## src/rtl/mic_capture_sched.sv

```systemverilog
// mic_capture_sched: gated PDM clock, decimated sample strobe and frame sequencing for the mic array.
// Define MIC_WARMUP_EN to discard WARMUP samples after clock start; otherwise start goes straight to RUN.
`timescale 1ns/1ps
module mic_capture_sched #(
   parameter int PDM_HALF  = 8,
   parameter int DECIM     = 64,
   parameter int WARMUP    = 16,
   parameter int FRAME_LEN = 256
)(
   input  logic        clk_in,
   input  logic        rst,
   input  logic        start,
   input  logic        stop,
   input  logic [15:0] frame_count,
   input  logic        buf_ready,
   output logic        pdm_clk,
   output logic        pdm_rise,
   output logic        pdm_fall,
   output logic        sample_stb,
   output logic        frame_start,
   output logic        frame_done,
   output logic        busy,
   output logic        overrun,
   output logic [1:0]  state
);
   typedef enum logic [1:0] {S_IDLE, S_WARMUP, S_RUN, S_DRAIN} state_t;
`ifdef MIC_WARMUP_EN
   localparam int WU = WARMUP;
`else
   localparam int WU = 0;
`endif
   localparam int HW = $clog2(PDM_HALF);
   localparam int DW = $clog2(DECIM);
   localparam int SW = $clog2(FRAME_LEN);
   localparam int WW = $clog2(WARMUP + 1);
   localparam logic [HW-1:0] H_LAST = HW'(PDM_HALF - 1);
   localparam logic [DW-1:0] D_LAST = DW'(DECIM - 1);
   localparam logic [SW-1:0] S_LAST = SW'(FRAME_LEN - 1);
   localparam logic [WW-1:0] W_LAST = WW'(WU > 0 ? WU - 1 : 0);
   state_t st;
   logic [HW-1:0] hcnt;
   logic [DW-1:0] dcnt;
   logic [SW-1:0] sidx;
   logic [WW-1:0] wcnt;
   logic [15:0] fc, done_cnt;
   logic skip, tog, rise_ev, bnd, capturing, emit, in_frame, go_idle;
   always_comb begin
      tog       = hcnt == H_LAST;
      rise_ev   = tog && !pdm_clk;
      bnd       = rise_ev && dcnt == D_LAST;
      capturing = st == S_RUN || st == S_DRAIN;
      emit      = capturing && bnd && (sidx == '0 ? buf_ready : !skip);
      in_frame  = sidx != '0 && !skip;
      go_idle   = (st == S_WARMUP && stop) || (st == S_RUN && stop && !in_frame) ||
                  (frame_done && (st == S_DRAIN || (st == S_RUN && fc != '0 && done_cnt == fc)));
   end
   assign busy  = st != S_IDLE;
   assign state = st;
   always_ff @(posedge clk_in or posedge rst) begin
      if (rst) begin
         st          <= S_IDLE;
         pdm_clk     <= 1'b0;
         pdm_rise    <= 1'b0;
         pdm_fall    <= 1'b0;
         sample_stb  <= 1'b0;
         frame_start <= 1'b0;
         frame_done  <= 1'b0;
         overrun     <= 1'b0;
         hcnt        <= '0;
         dcnt        <= '0;
         sidx        <= '0;
         wcnt        <= '0;
         fc          <= '0;
         done_cnt    <= '0;
         skip        <= 1'b0;
      end else if (st == S_IDLE || go_idle) begin
         pdm_clk     <= 1'b0;
         pdm_rise    <= 1'b0;
         pdm_fall    <= 1'b0;
         sample_stb  <= 1'b0;
         frame_start <= 1'b0;
         frame_done  <= 1'b0;
         hcnt        <= '0;
         dcnt        <= '0;
         sidx        <= '0;
         wcnt        <= '0;
         done_cnt    <= '0;
         skip        <= 1'b0;
         if (st == S_IDLE && start && !stop) begin
            st      <= WU == 0 ? S_RUN : S_WARMUP;
            fc      <= frame_count;
            overrun <= 1'b0;
         end else
            st <= S_IDLE;
      end else begin
         hcnt        <= tog ? '0 : hcnt + 1'b1;
         pdm_clk     <= tog ? !pdm_clk : pdm_clk;
         pdm_rise    <= rise_ev;
         pdm_fall    <= tog && pdm_clk;
         sample_stb  <= emit;
         frame_start <= emit && sidx == '0;
         frame_done  <= emit && sidx == S_LAST;
         if (rise_ev)
            dcnt <= dcnt == D_LAST ? '0 : dcnt + 1'b1;
         if (emit && sidx == S_LAST && done_cnt != 16'hFFFF)
            done_cnt <= done_cnt + 1'b1;
         // buf_ready is only consulted at the first boundary of a frame; a refusal skips the whole frame
         if (capturing && bnd) begin
            sidx <= sidx == S_LAST ? '0 : sidx + 1'b1;
            if (sidx == '0) begin
               skip <= !buf_ready;
               if (!buf_ready)
                  overrun <= 1'b1;
            end
         end
         if (st == S_WARMUP && bnd) begin
            wcnt <= wcnt == W_LAST ? '0 : wcnt + 1'b1;
            if (wcnt == W_LAST)
               st <= S_RUN;
         end
         if (st == S_RUN && stop)
            st <= S_DRAIN;
      end
   end
endmodule

```

## config.mk

```make
export PLATFORM = sky130hd
export DESIGN_NAME = mic_capture_sched
export DESIGN_NICKNAME = d
export VERILOG_FILES = /design/src/rtl/mic_capture_sched.sv
export SDC_FILE = /design/constraint.sdc
export NUM_CORES = 1
export LEC_CHECK = 0
export CELL_PAD_IN_SITES_DETAIL_PLACEMENT = 2
export CELL_PAD_IN_SITES_GLOBAL_PLACEMENT = 2
export CORE_ASPECT_RATIO = 1.1
export CORE_MARGIN = 2
export CORE_UTILIZATION = 37
export CTS_CLUSTER_DIAMETER = 40
export DETAILED_ROUTE_END_ITERATION = 8
export PLACE_DENSITY = 0.81
export SLEW_MARGIN = 20
export SYNTH_ARGS = -nofsm -noshare
export SYNTH_HDL_FRONTEND = slang
export SYNTH_SLANG_ARGS = --single-unit
```

## constraint.sdc

```tcl
create_clock -name clk_in -period 2.6 [get_ports clk_in]
set_input_delay 0.52 -clock clk_in [delete_from_list [all_inputs] [get_ports clk_in]]
set_output_delay 0.52 -clock clk_in [all_outputs]
set_load 0.01 [all_outputs]
```

==> flow_summary_export.csv, run 1 <==
group,metric,value,unit
floorplan,core_area,8780,µm²
layout,layout-drive-gt1-share,0.116,
setup_path,end_kind,"flop",
synth,synthAdderAreaFrac,0.0302,
cts,cts_resized,0,
synth,synth_cells,333,
timing,relSlewSlack,0.451,
cts,post_cts_buffers,0,
floorplan,rows,36,
layout,antenna_cells,0,
layout,fin_nets,398,
timing,setup_tns,0,ps
outcome,status,"finished clean",
grt,grt_overflow_total,0,
layout,nFillCells,973,
placement,place_ws,183,ps
synth,synth_top_cell_area_share,0.483,
layout,final_cell_mix,"dfrtp_1 (64), clkdlybuf4s50_1 (30), nand2_1 (26), a21oi_1 (25), nor2_1 (24)",
layout,design_area,3940,µm²
cts,cts_hold_buf,0,
timing,drv_slew,0,
synth,syn-num-nets,362,
setup_path,worst_setup_path_start_kind,"flop",
synth,synthXorXnorAreaFrac,0.0634,
setup_path,worstPathArrival,2610,ps
placement,placed_area,3780,µm²
grt,grt_pass1_vias,3085,
synth,yosysTopAreaCell,"dfrtp_1",
synth,synth_compound_area_frac,0.101,
synth,netlist_area,3310,µm²
power_and_ir_drop,ir_worst_vdd,0.201,mV
min_path,hold_class,"input port to asynchronous set/reset pin",
synth,yosys.area_share.simple,0.225,
power_and_ir_drop,cellLeakagePower,1.58,nW
detailed_routing,drcViolationCount,0,
cts,cts_tree,"yes",
grt,grt_pass1_wl,15600,µm
floorplan,die_area,9730,µm²
power_and_ir_drop,p_total,2.13,mW
synth,yosys_warnings,0,
run,maxCapViolations,0,
cts,clock_latency,350,ps
detailed_routing,ant_nets,0,
synth,yosysUniqueCellTypes,45,
cts,cts_made_buffers,9,
floorplan,ios,31,
detailed_routing,drt-vias-per-instance,5.57,
floorplan,initial_core_util,0.377,
synth,synth_edf_count,0,
synth,synth_top_family_by_area,"simple AND/OR/NAND/NOR gates",
cts,clkTransAtPathRegs,70,ps
synth,seq_area_frac_synth,0.483,
timing,final_hold_viol_count,0,
layout,mostFrequentLayoutCell,"dfrtp_1",
timing,fin_ws,221,ps
setup_path,cp_data_required_time,2830,ps
timing,finalSetupViolCount,0,
cts,h-tree-depth,3,
setup_path,crit_type,"flop to flop",
cts,clockRootBuffer,"clkbuf_8",
floorplan,fp.dieH,103,µm
synth,muxShareOfSynthArea,0.0664,
cts,cts_max_path_buffers,2,
detailed_routing,dr.first_iter.drc_count,64,
placement,place_congestion,0.768,
timing,fin_crit,2380,ps
synth,synthFlopType,"dfrtp_1",
placement,port_buffers,30,
synth,synthArstFlopShare,1.00,
floorplan,die_w,94.2,µm
setup_path,crit_fanout,28,
layout,syn2layout_area_growth,18.7,%
grt,antenna_found_initial,0,
timing,rsz0062_at_grt,"false",
cts,clkSinkCount,64,
timing,worst_pin_slew,812,ps
detailed_routing,dr.pass1.iters,4,
grt,grt_max_degree,39,
placement,place_hpwl,6740,µm
grt,grt_usage,0.212,
synth,ys_seq_elements,64,
power_and_ir_drop,p_per_area,542,nW/µm²
detailed_routing,vias,2705,
synth,avgSynthCellArea,9.95,µm²
timing,min_period_over_period,0.915,
detailed_routing,post_drt_wl_per_cell,19.1,µm
timing,fmax,420,MHz
detailed_routing,wl,9300,µm
timing,fin_skew,12.4,ps
synth,synthTopCellsByArea,"dfrtp_1 (48%), xor2_1 (6.1%), mux2_2 (5.4%)",
## logic make-up after synthesis
group | after synthesis
buf+inv | 24
fa+ha+maj | 8
flops | 64
mux | 20
compound gates | 58
xor+xnor | 24
simple gates | 135
## metal layers
metal	part of all wire	global-route usage
met1	0.42	0.238
met2	0.54	0.395
met3	0.023	0.0406
met4	0.019	0.0870
met5	0	0
## where the power goes
| part | leakage, nW | switching [mW] | internal, mW |
|---|---|---|---|
| Combinational | 0.649 | 0.122 | 0.133 |
| Sequential | 0.857 | 0.0728 | 1.06 |
| Clock | 0.0794 | 0.386 | 0.362 |
## flip-flops by register name, summed over array words and instances (netlist names), 2 cells and up
register and count:
sidx 8, wcnt 5, dcnt 6, state 2, done_cnt 16, fc 16
hcnt 3
## worst max-delay path, cell delays in order, from the launching register on
cell,delay (ps)
dfrtp_1,450
xor2_1,170
nor4_1,450
nand4_1,230
o21ai_4,590
buf_12,260
o21bai_1,90
## through the flow
step | cells | util | hold WS, ps
2_1_floorplan | 333 | - | 419
3_3_place_gp | 472 | 0.430 | 431
3_5_place_dp | 472 | 0.430 | 466
4_1_cts | 486 | 0.448 | 327
5_1_grt | 486 | 0.448 | 338
6_report | 486 | 0.448 | 337
## synthesized netlist by cell type, drive strengths merged, types with 4 or more instances
master  count
and3        5
nor3        4
mux2i       4
or3        16
ha          8
mux2       16
nand2      26
inv        12
nand4      13
dfrtp      64
nand3      14
o21ai      16
nor4       10
xor2       23
nor2       24
a21oi      25
buf         9
## final cells by class
type                            count  area (µm²)  share of cell area
Clock buffer                       13         149              0.0378
Sequential cell                    64        1600               0.407
Inverter                           12        45.0              0.0114
Timing Repair Buffer               37         365              0.0928
Multi-Input combinational cell    245        1630               0.413
Tap cell                          114         143              0.0362
Clock inverter                      1        5.00             0.00127
## worst paths after layout
check | start | end | slack, ps | cells after the start
min in group clk_in | hcnt[0] | hcnt[0] | 470 | 1
hold reg to reg | hcnt[0] | hcnt[0] | 470 | 1
max in group asynchronous | rst | pdm_rise | 1570 | 3
setup reg to reg | done_cnt[8] | state[1] | 220 | 6
setup / recovery | done_cnt[8] | state[1] | 220 | 6
hold / removal | rst | fc[13] | 340 | 2
Note: power is estimated with default switching activity, not from simulation.
==> run 2: changes to the inputs <==
==> constraint.sdc (replaced) <==
create_clock -name clk_in -period 2.5 [get_ports clk_in]
set_input_delay 0.5 -clock clk_in [delete_from_list [all_inputs] [get_ports clk_in]]
set_output_delay 0.5 -clock clk_in [all_outputs]
set_load 0.01 [all_outputs]
==> run 2 against run 1 <==
  * Hold slack improved by 120 ps
  * Via count increased by 4.2%
  * Core utilization increased by 2.1 points
  * Largest power group unchanged
  * Sequential power increased by 4%
  * Critical path depth increased by 1
  * Critical path type unchanged
  * Global-route usage increased by 0.92 points
  * Clock power increased by 21%
  * Worst setup slack got worse by 71 ps
  * Power increased by 11%
  * Clock-buffer cell count increased by 1
==> flow_summary_export.csv, run 2 (synthesis gave the netlist of run 1 again) <==
group,metric,value,unit
detailed_routing,drt-vias-per-instance,5.59,
timing,worst_pin_slew,665,ps
cts,clkTransAtPathRegs,70,ps
timing,rsz0062_at_grt,"false",
setup_path,crit_type,"flop to flop",
timing,fin_crit,2350,ps
timing,drv_slew,0,
setup_path,r2r-start,"sidx[0]",
min_path,hold_class,"flop to flop",
setup_path,endpoint,"done_cnt[14]",
cts,clkSinkCount,64,
timing,relSlewSlack,0.551,
grt,grt_usage,0.221,
floorplan,die_w,94.2,µm
run,maxCapViolations,0,
layout,fin_nets,414,
grt,antenna_found_initial,0,
placement,place_congestion,0.776,
detailed_routing,vias,2819,
power_and_ir_drop,cellLeakagePower,1.70,nW
setup_path,end_kind,"flop",
floorplan,die_area,9730,µm²
layout,fin_cells,504,
timing,fin_skew,7.66,ps
timing,fmax,426,MHz
grt,grt_overflow_total,0,
power_and_ir_drop,swShare,0.264,
grt,grt_pass1_vias,3111,
floorplan,rows,36,
setup_path,r2r_slack,150,ps
floorplan,ios,31,
layout,final_cell_mix,"dfrtp_1 (64), clkdlybuf4s50_1 (30), nand2_1 (26), a21oi_1 (25), nor2_1 (24)",
power_and_ir_drop,ir_worst_vdd,0.232,mV
setup_path,worstPathArrival,2620,ps
timing,finalSetupViolCount,0,
cts,cts_tree,"yes",
cts,clockRootBuffer,"clkbuf_8",
grt,grt_max_degree,65,
power_and_ir_drop,p_per_area,576,nW/µm²
outcome,status,"finished clean",
placement,port_buffers,30,
detailed_routing,dr.pass1.iters,4,
detailed_routing,post_drt_wl_per_cell,19.4,µm
detailed_routing,dr.first_iter.drc_count,87,
setup_path,worstSetupStartpoint,"sidx[0]",
power_and_ir_drop,p_sw,627,µW
setup_path,cp_data_required_time,2770,ps
power_and_ir_drop,pwr-share-clk,0.381,
setup_path,worst_setup_path_start_kind,"flop",
power_and_ir_drop,pwr-share-seq,0.495,
layout,mostFrequentLayoutCell,"dfrtp_1",
detailed_routing,drcViolationCount,0,
floorplan,fp.dieH,103,µm
layout,layout-drive-gt1-share,0.164,
power_and_ir_drop,p_comb_frac,0.124,
floorplan,initial_core_util,0.377,
cts,cts_max_path_buffers,2,
cts,h-tree-depth,3,
setup_path,r2r-end,"done_cnt[14]",
timing,min_period_over_period,0.940,
cts,clock_latency,350,ps
detailed_routing,ant_nets,0,
setup_path,crit_fanout,23,
layout,nFillCells,958,
layout,reg.largest.list,"done_cnt: 16 flops, fc: 16 flops, sidx: 8 flops",
setup_path,reg2reg_depth,7,
detailed_routing,wl,9780,µm
layout,syn2layout_area_growth,24.2,%
timing,setup_tns,0,ps
layout,antenna_cells,0,
timing,final_hold_viol_count,0,
placement,place_hpwl,7070,µm
power_and_ir_drop,p_int,1.74,mW
floorplan,core_area,8780,µm²
placement,dp_cells,485,
grt,grt_pass1_wl,16100,µm
cts,cts_made_buffers,9,
run 2: power groups by stage:
stage                     logic (mW)  clock network, mW  registers (mW)
after floorplan                0.173                  0            1.17
after global placement         0.267                  0            1.19
after detailed placement       0.288                  0            1.19
after CTS                      0.291              0.929            1.18
after global routing           0.324              0.977            1.18
final                          0.293              0.904            1.17
run 2: worst min path at each step:
stage	cells past startpoint	to	slack, ps	start
2_1_floorplan	1	hcnt[0]	420	hcnt[0]
3_3_place_gp	1	hcnt[0]	430	hcnt[0]
3_5_place_dp	1	hcnt[0]	450	hcnt[0]
4_1_cts	1	hcnt[0]	460	hcnt[0]
5_1_grt	1	hcnt[0]	480	hcnt[0]
6_report	1	hcnt[0]	450	hcnt[0]
run 2: layer usage:
metal,up-vias,routed length (µm),share of wire,global-route usage
met2,39,5400,0.55,0.418
met1,1457,3940,0.40,0.241
met4,0,192,0.020,0.0959
met5,-,0,0,0
li1,1304,-,-,-
met3,19,244,0.025,0.0413
run 2: worst max-delay path, stage by stage (launching register included):
cell	delay, ps
dfrtp_1	430
inv_1	100
ha_1	150
nor4b_4	300
nand3_2	180
a211o_2	520
or3_1	400
a21oi_1	180
run 2: per-stage QoR:
step | total power, mW | setup WS, ps | util | hold slack, ps | cell area [µm²]
detailed placement | 1.48 | 94.9 | 0.443 | 449 | 3890
global route | 2.49 | 32.2 | 0.469 | 485 | 4120
CTS | 2.40 | 72.8 | 0.466 | 461 | 4090
global placement | 1.45 | 152 | 0.443 | 432 | 3890
finish | 2.37 | 150 | 0.469 | 455 | 4120
floorplan | 1.34 | 402 | - | 419 | 3310
run 2: final cells by class:
type	count	area [µm²]	area share
sequential	64	1600	0.389
clock buffer	14	193	0.0468
inverter	12	45.0	0.0109
tap	114	143	0.0347
multi-input combinational	245	1630	0.395
clock inverter	2	10.0	0.00243
timing repair buffer	53	498	0.121
run 2: repair_timing:
item | in CTS | in global routing
buffers inserted | 0 | 3
hold buffers | 0 | 0
endpoints found under the setup margin | 0 | 16
gates resized for setup | 0 | 1
